## src/rtl/spi_slave_ctrl.sv

```systemverilog
// rtl/spi_slave_ctrl.sv - SPI slave transaction controller (header, data words, optional burst)
module spi_slave_ctrl #(
    parameter int ADDR_W   = 7,
    parameter int DATA_W   = 8,
    parameter int BURST_EN = 1
) (
    input  logic       clk,
    input  logic       reset,
    input  logic       cs_n,
    input  logic       sclk_pos,
    input  logic       sclk_neg,
    input  logic       rw,
    output logic       shift_wren,
    output logic       shift_out,
    output logic       sr_load,
    output logic       addr_wren,
    output logic       addr_inc,
    output logic       dm_wren,
    output logic       miso_en,
    output logic [7:0] word_cnt,
    output logic [2:0] state
);

    localparam int HDR_W = ADDR_W + 1;
    localparam int MAX_W = (HDR_W > DATA_W) ? HDR_W : DATA_W;
    localparam int CNT_W = $clog2(MAX_W + 1);

    localparam logic [CNT_W-1:0] HDR_LAST  = CNT_W'(HDR_W - 1);
    localparam logic [CNT_W-1:0] DATA_LAST = CNT_W'(DATA_W - 1);
    localparam logic             BURST     = (BURST_EN != 0);

    localparam logic [2:0] S_IDLE      = 3'd0;
    localparam logic [2:0] S_ADDR      = 3'd1;
    localparam logic [2:0] S_DECODE    = 3'd2;
    localparam logic [2:0] S_RD_LOAD   = 3'd3;
    localparam logic [2:0] S_RD_SHIFT  = 3'd4;
    localparam logic [2:0] S_WR_SHIFT  = 3'd5;
    localparam logic [2:0] S_WR_COMMIT = 3'd6;
    localparam logic [2:0] S_DONE      = 3'd7;

    logic [2:0]       state_q;
    logic [2:0]       state_d;
    logic [CNT_W-1:0] bit_cnt;
    logic             counting;
    logic             hdr_done;
    logic             rd_done;
    logic             wr_done;
    logic             word_done;

    assign counting  = (state_q == S_ADDR) || (state_q == S_RD_SHIFT) || (state_q == S_WR_SHIFT);
    assign hdr_done  = (state_q == S_ADDR)     && sclk_pos && (bit_cnt == HDR_LAST);
    assign rd_done   = (state_q == S_RD_SHIFT) && sclk_pos && (bit_cnt == DATA_LAST);
    assign wr_done   = (state_q == S_WR_SHIFT) && sclk_pos && (bit_cnt == DATA_LAST);
    // A read word only counts if CS is still low; a raised CS discards it.
    assign word_done = (rd_done && !cs_n) || (state_q == S_WR_COMMIT);

    always_comb begin
        state_d = state_q;
        if (cs_n) begin
            state_d = S_IDLE;
        end else begin
            case (state_q)
                S_IDLE:      state_d = S_ADDR;
                S_ADDR:      if (hdr_done) state_d = S_DECODE;
                S_DECODE:    state_d = rw ? S_RD_LOAD : S_WR_SHIFT;
                S_RD_LOAD:   state_d = S_RD_SHIFT;
                S_RD_SHIFT:  if (rd_done) state_d = BURST ? S_RD_LOAD : S_DONE;
                S_WR_SHIFT:  if (wr_done) state_d = S_WR_COMMIT;
                S_WR_COMMIT: state_d = BURST ? S_WR_SHIFT : S_DONE;
                S_DONE:      state_d = S_DONE;
                default:     state_d = S_IDLE;
            endcase
        end
    end

    always_ff @(posedge clk) begin
        if (reset) begin
            state_q  <= S_IDLE;
            bit_cnt  <= '0;
            word_cnt <= 8'd0;
        end else begin
            state_q <= state_d;
            if (state_d != state_q) begin
                bit_cnt <= '0;
            end else if (counting && sclk_pos) begin
                bit_cnt <= bit_cnt + CNT_W'(1);
            end
            if (state_q == S_IDLE && state_d == S_ADDR) begin
                word_cnt <= 8'd0;
            end else if (word_done && word_cnt != 8'hFF) begin
                word_cnt <= word_cnt + 8'd1;
            end
        end
    end

    assign shift_wren = sclk_pos && ((state_q == S_ADDR) || (state_q == S_WR_SHIFT));
    assign shift_out  = sclk_neg && (state_q == S_RD_SHIFT);
    assign sr_load    = (state_q == S_RD_LOAD);
    assign addr_wren  = (state_q == S_DECODE);
    assign dm_wren    = (state_q == S_WR_COMMIT);
    assign miso_en    = (state_q == S_RD_SHIFT);
    assign addr_inc   = BURST && word_done;
    assign state      = state_q;

endmodule

```

## config.mk

```make
export PLATFORM = sky130hd
export DESIGN_NAME = spi_slave_ctrl
export DESIGN_NICKNAME = d
export VERILOG_FILES = /design/src/rtl/spi_slave_ctrl.sv
export SDC_FILE = /design/constraint.sdc
export NUM_CORES = 1
export LEC_CHECK = 0
export ABC_AREA = 1
export ABC_CLOCK_PERIOD_IN_PS = 1500
export CAP_MARGIN = 20
export CORE_UTILIZATION = 43
export DETAILED_ROUTE_END_ITERATION = 12
export PLACE_DENSITY = 0.8
export SLEW_MARGIN = 10
export SYNTH_ARGS = -nofsm -noshare
export SYNTH_HDL_FRONTEND = slang
export SYNTH_SLANG_ARGS = --single-unit
```

## constraint.sdc

```tcl
create_clock -name clk -period 1.5 [get_ports clk]
set_clock_uncertainty 0.1 [all_clocks]
set_input_delay 0.15 -clock clk [delete_from_list [all_inputs] [get_ports clk]]
set_output_delay 0.15 -clock clk [all_outputs]
set_load 0.05 [all_outputs]
```

==> impl_metrics.py, run 1 <==
metrics = {
    "placement": {
        "hpwl_mm": 2.164,
        "placed_area_sq_um": 1590,
        "gp_congestion": 0.8765,
        "io_buffer_count": 23,
    },
    "synth": {
        "synthArstFlopShare": 0,
        "seq_area_frac_synth": 0.3230,
        "yosys-top-cells-area": "dfxtp_1, nand2_1, nand3_1",
        "yosys.area.top_type": "dfxtp_1",
        "synth_most_common_cell": "nand2_1",
        "syn_area_sq_um": 929.6,
        "yosysWarnings": 0,
        "syn_area_per_cell_sq_um": 7.207,
        "syn-num-nets": 137,
        "netlist_instances": 129,
        "synth_top_area_frac": 0.3230,
        "synthTopCellsByCount": "nand2_1, nand3_1, dfxtp_1, nor2_1, inv_1",
        "synth_edf_count": 0,
        "synthFlopType": "dfxtp_1",
        "ys_seq_elements": 15,
        "ys_types": 25,
    },
    "floorplan": {
        "die_h_um": 48.50,
        "ioPinCount": 24,
        "start_util": 0.4644,
        "die_w_um": 48.50,
        "num_rows": 16,
    },
    "clock_tree": {
        "htree_levels": 1,
        "numCtsBuffers": 3,
        "ctsHoldBuffers": 0,
        "cts_root_buf": "clkbuf_4",
        "cts_sinks": 15,
        "clock_path_buffers": 2,
    },
    "grt": {
        "grt_start_max_net_pins": 10,
    },
    "timing": {
        "worstEndpointType": "primary output",
        "crit_endpoint": "addr_inc",
    },
    "run_status": {
        "error": "[ERROR DPL-0038] Utilization greater than 100%, impossible to legalize",
        "failing_step": "5_1_grt",
        "outcome": "stopped before the end",
    },
}
-- what timing repair did --
action                                  4_1_cts
gates resized for setup                      27
endpoints found under the setup margin       17
setup buffers                                 5
gates cloned                                  0
pin swaps                                    10
hold endpoints to repair                      0
-- kinds of logic after synthesis --
family,Yosys count,synth area share
AND/OR/NAND/NOR,72,0.3674
buffers and inverters,15,0.07942
flip-flops,15,0.3230
AO/OA/AOI/OAI,14,0.09824
XOR/XNOR,10,0.09422
adder cells (fa/ha/maj),2,0.02691
multiplexers,1,0.01077
-- per-stage QoR --
stage	hold slack, ns	worst slack, ns	util	TNS, ns	cells
after floorplan	0.1127	-0.6509	-	-7.510	129
after global placement	0.4210	-0.1979	0.7944	-2.451	206
after detailed placement	0.4294	-0.2792	0.7944	-3.331	206
after CTS	0.4036	-0.1354	0.8831	-0.4511	215
==> inputs of run 2 (changes only) <==
- ABC_CLOCK_PERIOD_IN_PS: 1500 -> 1950
- CORE_AREA: unset -> 2 2 63 65
- CORE_UTILIZATION: 43 -> unset
- DIE_AREA: unset -> 0 0 65 67
- PLACE_DENSITY: 0.8 -> unset
- PLACE_DENSITY_LB_ADDON: unset -> 0.15
- clock period: 1.5 -> 1.95 ns (I/O delays scaled with it)
==> run 2 against run 1 <==
The flow now finishes without violations; synthesized cell count is the same; synthesized area did not move.
==> impl_metrics.py, run 2 <==
metrics = {
    "grt": {
        "grt_start_max_net_pins": 10,
        "grt_pass1_vias": 906,
        "grt_overflow": 0,
        "grt_pass1_wl_mm": 3.822,
        "antenna_found_initial": 0,
        "grt_use_total": 0.1104,
    },
    "timing": {
        "hold_ws_ns": 0.4168,
        "hold_viol": 0,
        "fin_crit_sh": 0.9344,
        "worstMarginPinSlew_ns": 0.4974,
        "final.setup.tns_ns": 0,
        "max_freq_mhz": 548.8,
        "relSlewSlack": 0.6674,
        "drv_slew": 0,
        "period_minus_slack_ns": 1.822,
        "rsz0062_at_grt": "no",
        "setup_slack_ns": 0.1278,
        "setup_violations": 0,
    },
    "clock_tree": {
        "ctsHoldBuffers": 0,
        "cts_tree": "built",
        "htree_levels": 1,
        "clk_latency_ns": 0.24,
        "numCtsBuffers": 3,
        "cts_sinks": 15,
        "clock_path_buffers": 2,
        "cts_resized": 0,
        "cts_root_buf": "clkbuf_8",
        "clk_pin_slew_ns": 0.06,
        "post-cts-setup-buffers": 0,
    },
    "critical_path": {
        "critPathMaxStageDelay_ns": 0.85,
        "cp_top_family": "buffers and inverters",
        "critPathLaunchType": "flip-flop",
        "crit_arrival_ns": 1.53,
        "cp-end-kind": "primary output",
        "crit_type": "flip-flop to primary output",
        "critical_path_required_ns": 1.65,
        "critPathSlowestCell": "clkdlybuf4s50_1",
        "reg2reg_to": "word_cnt[0]",
        "reg2reg_depth": 7,
        "reg2reg_slack_ns": 0.28,
        "crit_fanout": 5,
        "cp_cell_sequence": "clkdlybuf4s50_1",
        "cp_num_buf_inv": 1,
        "r2r_start": "word_cnt[0]",
    },
    "synth": {
        "yosys.area.top_type": "dfxtp_1",
        "seq_area_frac_synth": 0.3230,
        "netlist_instances": 129,
        "ys_seq_elements": 15,
        "synthFlopType": "dfxtp_1",
        "ys_types": 25,
        "yosys-top-cells-area": "dfxtp_1, nand2_1, nand3_1",
        "yosysWarnings": 0,
        "synth_most_common_cell": "nand2_1",
        "synthArstFlopShare": 0,
        "synth_edf_count": 0,
        "syn_area_per_cell_sq_um": 7.207,
        "synth_top_area_frac": 0.3230,
        "syn-num-nets": 137,
        "synthTopCellsByCount": "nand2_1, nand3_1, dfxtp_1, nor2_1, inv_1",
        "syn_area_sq_um": 929.6,
    },
    "cells_and_area": {
        "stdcell_area_sq_um": 1311,
        "largest_register": "word_cnt",
        "largest_reg_flops": 8,
        "final_cells": 207,
        "drive_gt1_frac": 0.1887,
        "fin_util": 0.3636,
        "fill_cells": 388,
        "layout_common_cells": "nand2_1, nand3_1, nor2_1, clkdlybuf4s50_1, dfxtp_1",
        "nets": 168,
        "antenna_cells": 0,
        "syn_to_final_growth_pct": 41.05,
        "mostFrequentLayoutCell": "nand2_1",
    },
    "detailed_routing": {
        "dr.pass1.iters": 4,
        "drt-initial-drc-count": 23,
        "vias": 922,
        "drtAntennaViolNets": 0,
        "drt-vias-per-instance": 4.454,
        "wl_mm": 2.157,
        "drt-wirelength-per-cell_um": 10.42,
        "drc": 0,
    },
    "hold_path": {
        "min_from": "word_cnt[4]",
        "holdPathStages": 2,
        "worstHoldPathType": "flip-flop to flip-flop",
        "min_to": "word_cnt[4]",
    },
    "power": {
        "p_total_mw": 0.6297,
        "ir_drop_uv": 167.8,
        "p_leak_nw": 0.5559,
        "power_density_nw_per_um2": 480.3,
    },
    "run_status": {
        "outcome": "completed",
    },
    "placement": {
        "dpl.cell_count": 203,
        "placed_area_sq_um": 1266,
        "gp_congestion": 0.8402,
        "hpwl_mm": 1.667,
        "post-place-ws_ns": 0.1299,
        "io_buffer_count": 23,
    },
    "floorplan": {
        "die_area_sq_um": 4355,
        "num_rows": 22,
        "die_w_um": 65,
        "ioPinCount": 24,
        "start_util": 0.2578,
        "die_h_um": 67,
        "fp.coreArea_sq_um": 3606,
    },
    "job": {
        "maxCapViolations": 0,
    },
}
## run 2: cell counts after synthesis
Identical to the previous run, type by type.
## run 2: final cells by class
class,instances,area [sq um],area share
tap,48,60.06,0.04580
inverter,13,56.30,0.04294
multi-input combinational,99,555.5,0.4237
timing repair buffer,28,285.3,0.2176
clock buffer,4,45.04,0.03435
sequential,15,309.0,0.2357
## run 2: cell families after synthesis
family          synth area share
simple gates              0.3674
buf+inv                  0.07942
flops                     0.3230
compound gates           0.09824
xor+xnor                 0.09422
fa+ha+maj                0.02691
mux                      0.01077
## run 2: worst max path at each step
stage                      startpoint           to  depth (start not counted)
after floorplan              state[0]  word_cnt[0]                          9
after global placement       sclk_pos   bit_cnt[2]                         11
final                     word_cnt[6]  word_cnt[6]                          1
after detailed placement     sclk_pos   bit_cnt[1]                         11
after CTS                 word_cnt[6]  word_cnt[6]                          1
after global routing       bit_cnt[0]     addr_inc                          6
## run 2: per-layer routing
metal / GRT usage / vias up / wire length, um
met2: 0.1778 / 26 / 960
li1: - / 483 / -
met4: 0.06915 / 0 / 30
met3: 0.02365 / 4 / 124
met1: 0.1331 / 409 / 1042
met5: 0 / - / 0
## run 2: report_power, final
part	total, mW	internal [mW]	leakage, nW	switching [mW]
clock network	0.243	0.144	0.0228	0.0987
registers	0.314	0.308	0.123	0.00692
logic	0.0723	0.0303	0.410	0.0420
Power figures use the tool's default switching activity.
==> inputs of run 3 (changes only) <==
- ABC_CLOCK_PERIOD_IN_PS: 1950 -> unset
- clock period: 1.95 -> 1.72 ns (I/O delays scaled with it)
==> run 3 against run 2 <==
Combinational power is 36% higher; sequential power is 12% higher; die area stayed put; via count is 5.7% higher; core utilization is 4.0 points higher; global-route usage is 0.62 points higher; critical path depth is 6 higher; non-clock buffer count is 11 higher; worst hold slack worse by 0.014 ns; clock power is 14% higher; register-to-register slack worse by 0.16 ns; critical path type unchanged; highest routed layer unchanged.
==> impl_metrics.py, run 3 (synthesis gave the netlist of run 2 again) <==
metrics = {
    "critical_path": {
        "critPathCapture": "addr_inc",
        "crit_type": "flip-flop to primary output",
        "crit_start": "bit_cnt[0]",
        "cp-end-kind": "primary output",
        "critPathSlowestCell": "dfxtp_4",
        "crit_arrival_ns": 1.38,
        "reg2reg_depth": 11,
        "r2r_start": "bit_cnt[0]",
        "cp_num_buf_inv": 2,
        "crit_fanout": 3,
        "critical_path_required_ns": 1.45,
        "cp_cell_sequence": "ha_4 > nand2_2 > nor2_2 > nand2_2 > o22ai_4 > buf_6 > buf_12",
        "critPathLaunchType": "flip-flop",
        "critPathMaxStageDelay_ns": 0.36,
        "reg2reg_to": "bit_cnt[2]",
        "cp_common_cell": "nand2_2",
        "reg2reg_slack_ns": 0.12,
        "cp_top_family": "flip-flops",
        "cp.depth": 7,
    },
    "hold_path": {
        "worstHoldPathType": "flip-flop to flip-flop",
        "min_from": "word_cnt[4]",
    },
    "timing": {
        "max_freq_mhz": 605.4,
        "period_minus_slack_ns": 1.652,
        "worstMarginPinSlew_ns": 0.3768,
        "drv_slew": 0,
        "fin_crit_sh": 0.9603,
        "hold_viol": 0,
        "setup_violations": 0,
        "final.setup.tns_ns": 0,
        "hold_ws_ns": 0.4030,
        "relSlewSlack": 0.7482,
    },
    "placement": {
        "hpwl_mm": 1.805,
        "io_buffer_count": 23,
        "gp_congestion": 0.7955,
    },
    "grt": {
        "met2_usage": 0.1972,
        "grt_overflow": 0,
        "antenna_found_initial": 0,
        "grt_use_met3": 0.02196,
        "grt_start_max_net_pins": 10,
        "grt_pass1_wl_mm": 3.891,
        "grt_pass1_vias": 913,
        "gr-usage-met1": 0.1417,
        "grt_busiest_layer": "met2",
        "grt_use_total": 0.1166,
    },
    "cells_and_area": {
        "multi_input_area_sq_um": 583.1,
        "fin_util": 0.4039,
        "largest_reg_flops": 8,
        "nets": 179,
        "largest_register": "word_cnt",
        "fill_cells": 388,
        "mostFrequentLayoutCell": "buf_4",
        "drive_gt1_frac": 0.3529,
        "syn_to_final_growth_pct": 56.66,
        "seq_area_sq_um": 315.3,
        "layout_common_cells": "buf_4, nand2_1, nand3_1",
        "antenna_cells": 0,
    },
    "power": {
        "power_density_nw_per_um2": 499.8,
        "p_leak_nw": 0.6452,
        "p_total_mw": 0.7279,
        "ir_drop_uv": 226.8,
    },
    "clock_tree": {
        "htree_levels": 1,
        "clk_latency_ns": 0.24,
        "cts_sinks": 15,
        "cts_tree": "built",
        "cts_root_buf": "clkbuf_8",
        "ctsHoldBuffers": 0,
        "clock_path_buffers": 2,
        "numCtsBuffers": 3,
        "clk_pin_slew_ns": 0.06,
    },
    "detailed_routing": {
        "dr.pass1.iters": 4,
        "drt-wirelength-per-cell_um": 10.92,
        "wl_mm": 2.381,
        "drt-vias-per-instance": 4.472,
        "vias": 975,
        "drtAntennaViolNets": 0,
        "drt-initial-drc-count": 48,
        "drc": 0,
    },
    "floorplan": {
        "num_rows": 22,
        "die_area_sq_um": 4355,
        "die_w_um": 65,
        "ioPinCount": 24,
        "die_h_um": 67,
        "start_util": 0.2578,
        "fp.coreArea_sq_um": 3606,
    },
    "run_status": {
        "outcome": "completed",
    },
    "job": {
        "maxCapViolations": 0,
    },
}
==> run 3: per-stage QoR <==
stage | setup slack (ns) | cell area [sq um] | cells
6_report | 0.06824 | 1456 | 218
5_1_grt | -0.009768 | 1456 | 218
2_1_floorplan | -0.4311 | 948.4 | 129
3_5_place_dp | -0.06130 | 1334 | 208
3_3_place_gp | -0.04052 | 1334 | 208
4_1_cts | 0.005400 | 1393 | 213
==> run 3: cell type report <==
| type | count | share of cell area |
|---|---|---|
| Clock buffer | 4 | 0.03093 |
| Tap cell | 48 | 0.04124 |
| Sequential cell | 15 | 0.2165 |
| Timing Repair Buffer | 39 | 0.2723 |
| Multi-Input combinational cell | 99 | 0.4003 |
| Inverter | 13 | 0.03866 |
==> run 3: worst min-delay path, cell delays in order, from the launching register on <==
cell and delay (ns):
dfxtp_1 0.34, nand2_1 0.07, a21oi_1 0.05
==> run 3: repair_timing <==
action / in CTS / in global routing
pin swaps: 1 / 3
setup endpoints to repair: 1 / 13
buffers inserted: 1 / 5
gates resized for setup: 3 / 8
==> run 3: routing by layer <==
metal,routed length [um],vias up,share of wire
met4,44,0,0.018
met3,113,5,0.047
li1,-,502,-
met1,1115,445,0.47
met5,0,-,0
met2,1106,23,0.46
==> run 3: power breakdown <==
| group | internal (mW) | switching (mW) | leakage [nW] |
|---|---|---|---|
| clock | 0.164 | 0.114 | 0.0228 |
| sequential | 0.348 | 0.00429 | 0.125 |
| combinational | 0.0417 | 0.0566 | 0.498 |
==> run 3: worst min path at each step <==
stage	to	depth (start not counted)
6_report	word_cnt[4]	2
5_1_grt	word_cnt[4]	2
4_1_cts	word_cnt[4]	2
3_5_place_dp	word_cnt[4]	2
3_3_place_gp	word_cnt[4]	2
2_1_floorplan	state[0]	1
==> inputs of run 4 (changes only) <==
- SKIP_CTS_REPAIR_TIMING: unset -> 1
==> run 4 against run 3 <==
Sequential power hardly changed; routed wire length is 0.42% lower; first-iteration DRC count is 44% lower; die area stayed put; worst setup slack worse by 0.017 ns; clock power hardly changed; final area is 0.34% lower; global-route usage hardly changed; maximum frequency is 1.0% lower; final cell count is 0.46% lower; via count is 1.0% lower; critical path type unchanged; critical endpoint unchanged; largest power group unchanged.
==> impl_metrics.py, run 4 (synthesis gave the netlist of run 2 again) <==
metrics = {
    "cells_and_area": {
        "largest_reg_flops": 8,
        "syn_to_final_growth_pct": 56.12,
        "seq_area_sq_um": 317.8,
        "antenna_cells": 0,
        "mostFrequentLayoutCell": "buf_4",
        "drive_gt1_frac": 0.3491,
        "largest_register": "word_cnt",
        "fill_cells": 392,
        "nets": 178,
        "multi_input_area_sq_um": 583.1,
        "fin_util": 0.4025,
        "layout_common_cells": "buf_4, nand2_1, nand3_1",
    },
    "floorplan": {
        "num_rows": 22,
        "ioPinCount": 24,
        "start_util": 0.2578,
        "die_area_sq_um": 4355,
        "fp.coreArea_sq_um": 3606,
        "die_h_um": 67,
        "die_w_um": 65,
    },
    "clock_tree": {
        "cts_sinks": 15,
        "htree_levels": 1,
        "cts_tree": "built",
        "clock_path_buffers": 2,
        "clk_latency_ns": 0.24,
        "cts_root_buf": "clkbuf_8",
        "numCtsBuffers": 3,
        "clk_pin_slew_ns": 0.06,
    },
    "detailed_routing": {
        "vias": 965,
        "dr.pass1.iters": 4,
        "wl_mm": 2.371,
        "drt-wirelength-per-cell_um": 10.93,
        "drt-vias-per-instance": 4.447,
        "drc": 0,
        "drtAntennaViolNets": 0,
        "drt-initial-drc-count": 27,
    },
    "placement": {
        "io_buffer_count": 23,
        "hpwl_mm": 1.805,
        "post-place-ws_ns": -0.06130,
        "gp_congestion": 0.7955,
    },
    "job": {
        "maxCapViolations": 0,
    },
    "grt": {
        "grt_pass1_wl_mm": 3.884,
        "grt_overflow": 0,
        "grt_start_max_net_pins": 10,
        "antenna_found_initial": 0,
        "grt_use_total": 0.1162,
        "grt_pass1_vias": 912,
    },
    "timing": {
        "drv_slew": 0,
        "worstMarginPinSlew_ns": 0.3768,
        "relSlewSlack": 0.7482,
        "max_freq_mhz": 599.2,
        "setup_violations": 0,
        "setup_slack_ns": 0.05120,
        "hold_viol": 0,
        "rsz0062_at_grt": "yes",
        "period_minus_slack_ns": 1.669,
        "fin_crit_sh": 0.9702,
        "hold_ws_ns": 0.4032,
    },
    "power": {
        "p_leak_nw": 0.6401,
        "ir_drop_uv": 227.6,
        "power_density_nw_per_um2": 500.9,
    },
    "critical_path": {
        "critPathMaxStageDelay_ns": 0.42,
        "critical_path_required_ns": 1.45,
        "crit_fanout": 8,
        "cp_cell_sequence": "inv_2 > nor2_4 > nand2_2 > o22ai_4 > buf_6 > buf_12",
        "critPathLaunchType": "flip-flop",
        "crit_arrival_ns": 1.40,
        "crit_type": "flip-flop to primary output",
        "cp-end-kind": "primary output",
        "critPathSlowestCell": "dfxtp_2",
    },
    "hold_path": {
        "worstHoldPathType": "flip-flop to flip-flop",
    },
    "run_status": {
        "outcome": "completed",
    },
}
==> run 4: worst max-delay path, delay by kind of cell (launching register included) <==
family | cells | cell delay [ns]
flops | 1 | 0.42
buf+inv | 3 | 0.38
simple gates | 2 | 0.19
compound gates | 1 | 0.17
==> run 4: power by group <==
| part | total, mW | internal, mW | leakage [nW] | switching (mW) |
|---|---|---|---|---|
| logic | 0.0985 | 0.0417 | 0.492 | 0.0569 |
| clock network | 0.278 | 0.164 | 0.0228 | 0.115 |
| registers | 0.350 | 0.346 | 0.125 | 0.00420 |
==> run 4: through the flow <==
stage	total power, mW	cells	area, sq um	setup TNS, ns
floorplan	0.4149	129	948.4	-3.985
global placement	0.4551	208	1334	-0.3731
detailed placement	0.4550	208	1334	-0.4187
CTS	0.7390	212	1379	-0.1386
global route	0.7704	217	1451	-0.03682
finish	0.7271	217	1451	0
==> run 4: layer usage <==
metal | track usage | wire [um] | vias to the layer above
met3 | 0.02196 | 130 | 5
li1 | - | - | 499
met2 | 0.1959 | 1096 | 27
met4 | 0.05585 | 44 | 0
met5 | 0 | 0 | -
met1 | 0.1417 | 1099 | 434
==> run 4: cell type report <==
type	instances	area share
Tap cell	48	0.04138
Timing Repair Buffer	38	0.2681
Inverter	13	0.03879
Clock buffer	4	0.03103
Sequential cell	15	0.2190
Multi-Input combinational cell	99	0.4017
==> run 4: worst paths after layout <==
kind / end / start / cells after the start / slack, ns
hold reg to reg: word_cnt[4] / word_cnt[4] / 2 / 0.40
hold / removal: word_cnt[4] / word_cnt[4] / 2 / 0.40
setup reg to reg: bit_cnt[2] / bit_cnt[1] / 11 / 0.13
setup / recovery: addr_inc / state[2] / 6 / 0.05
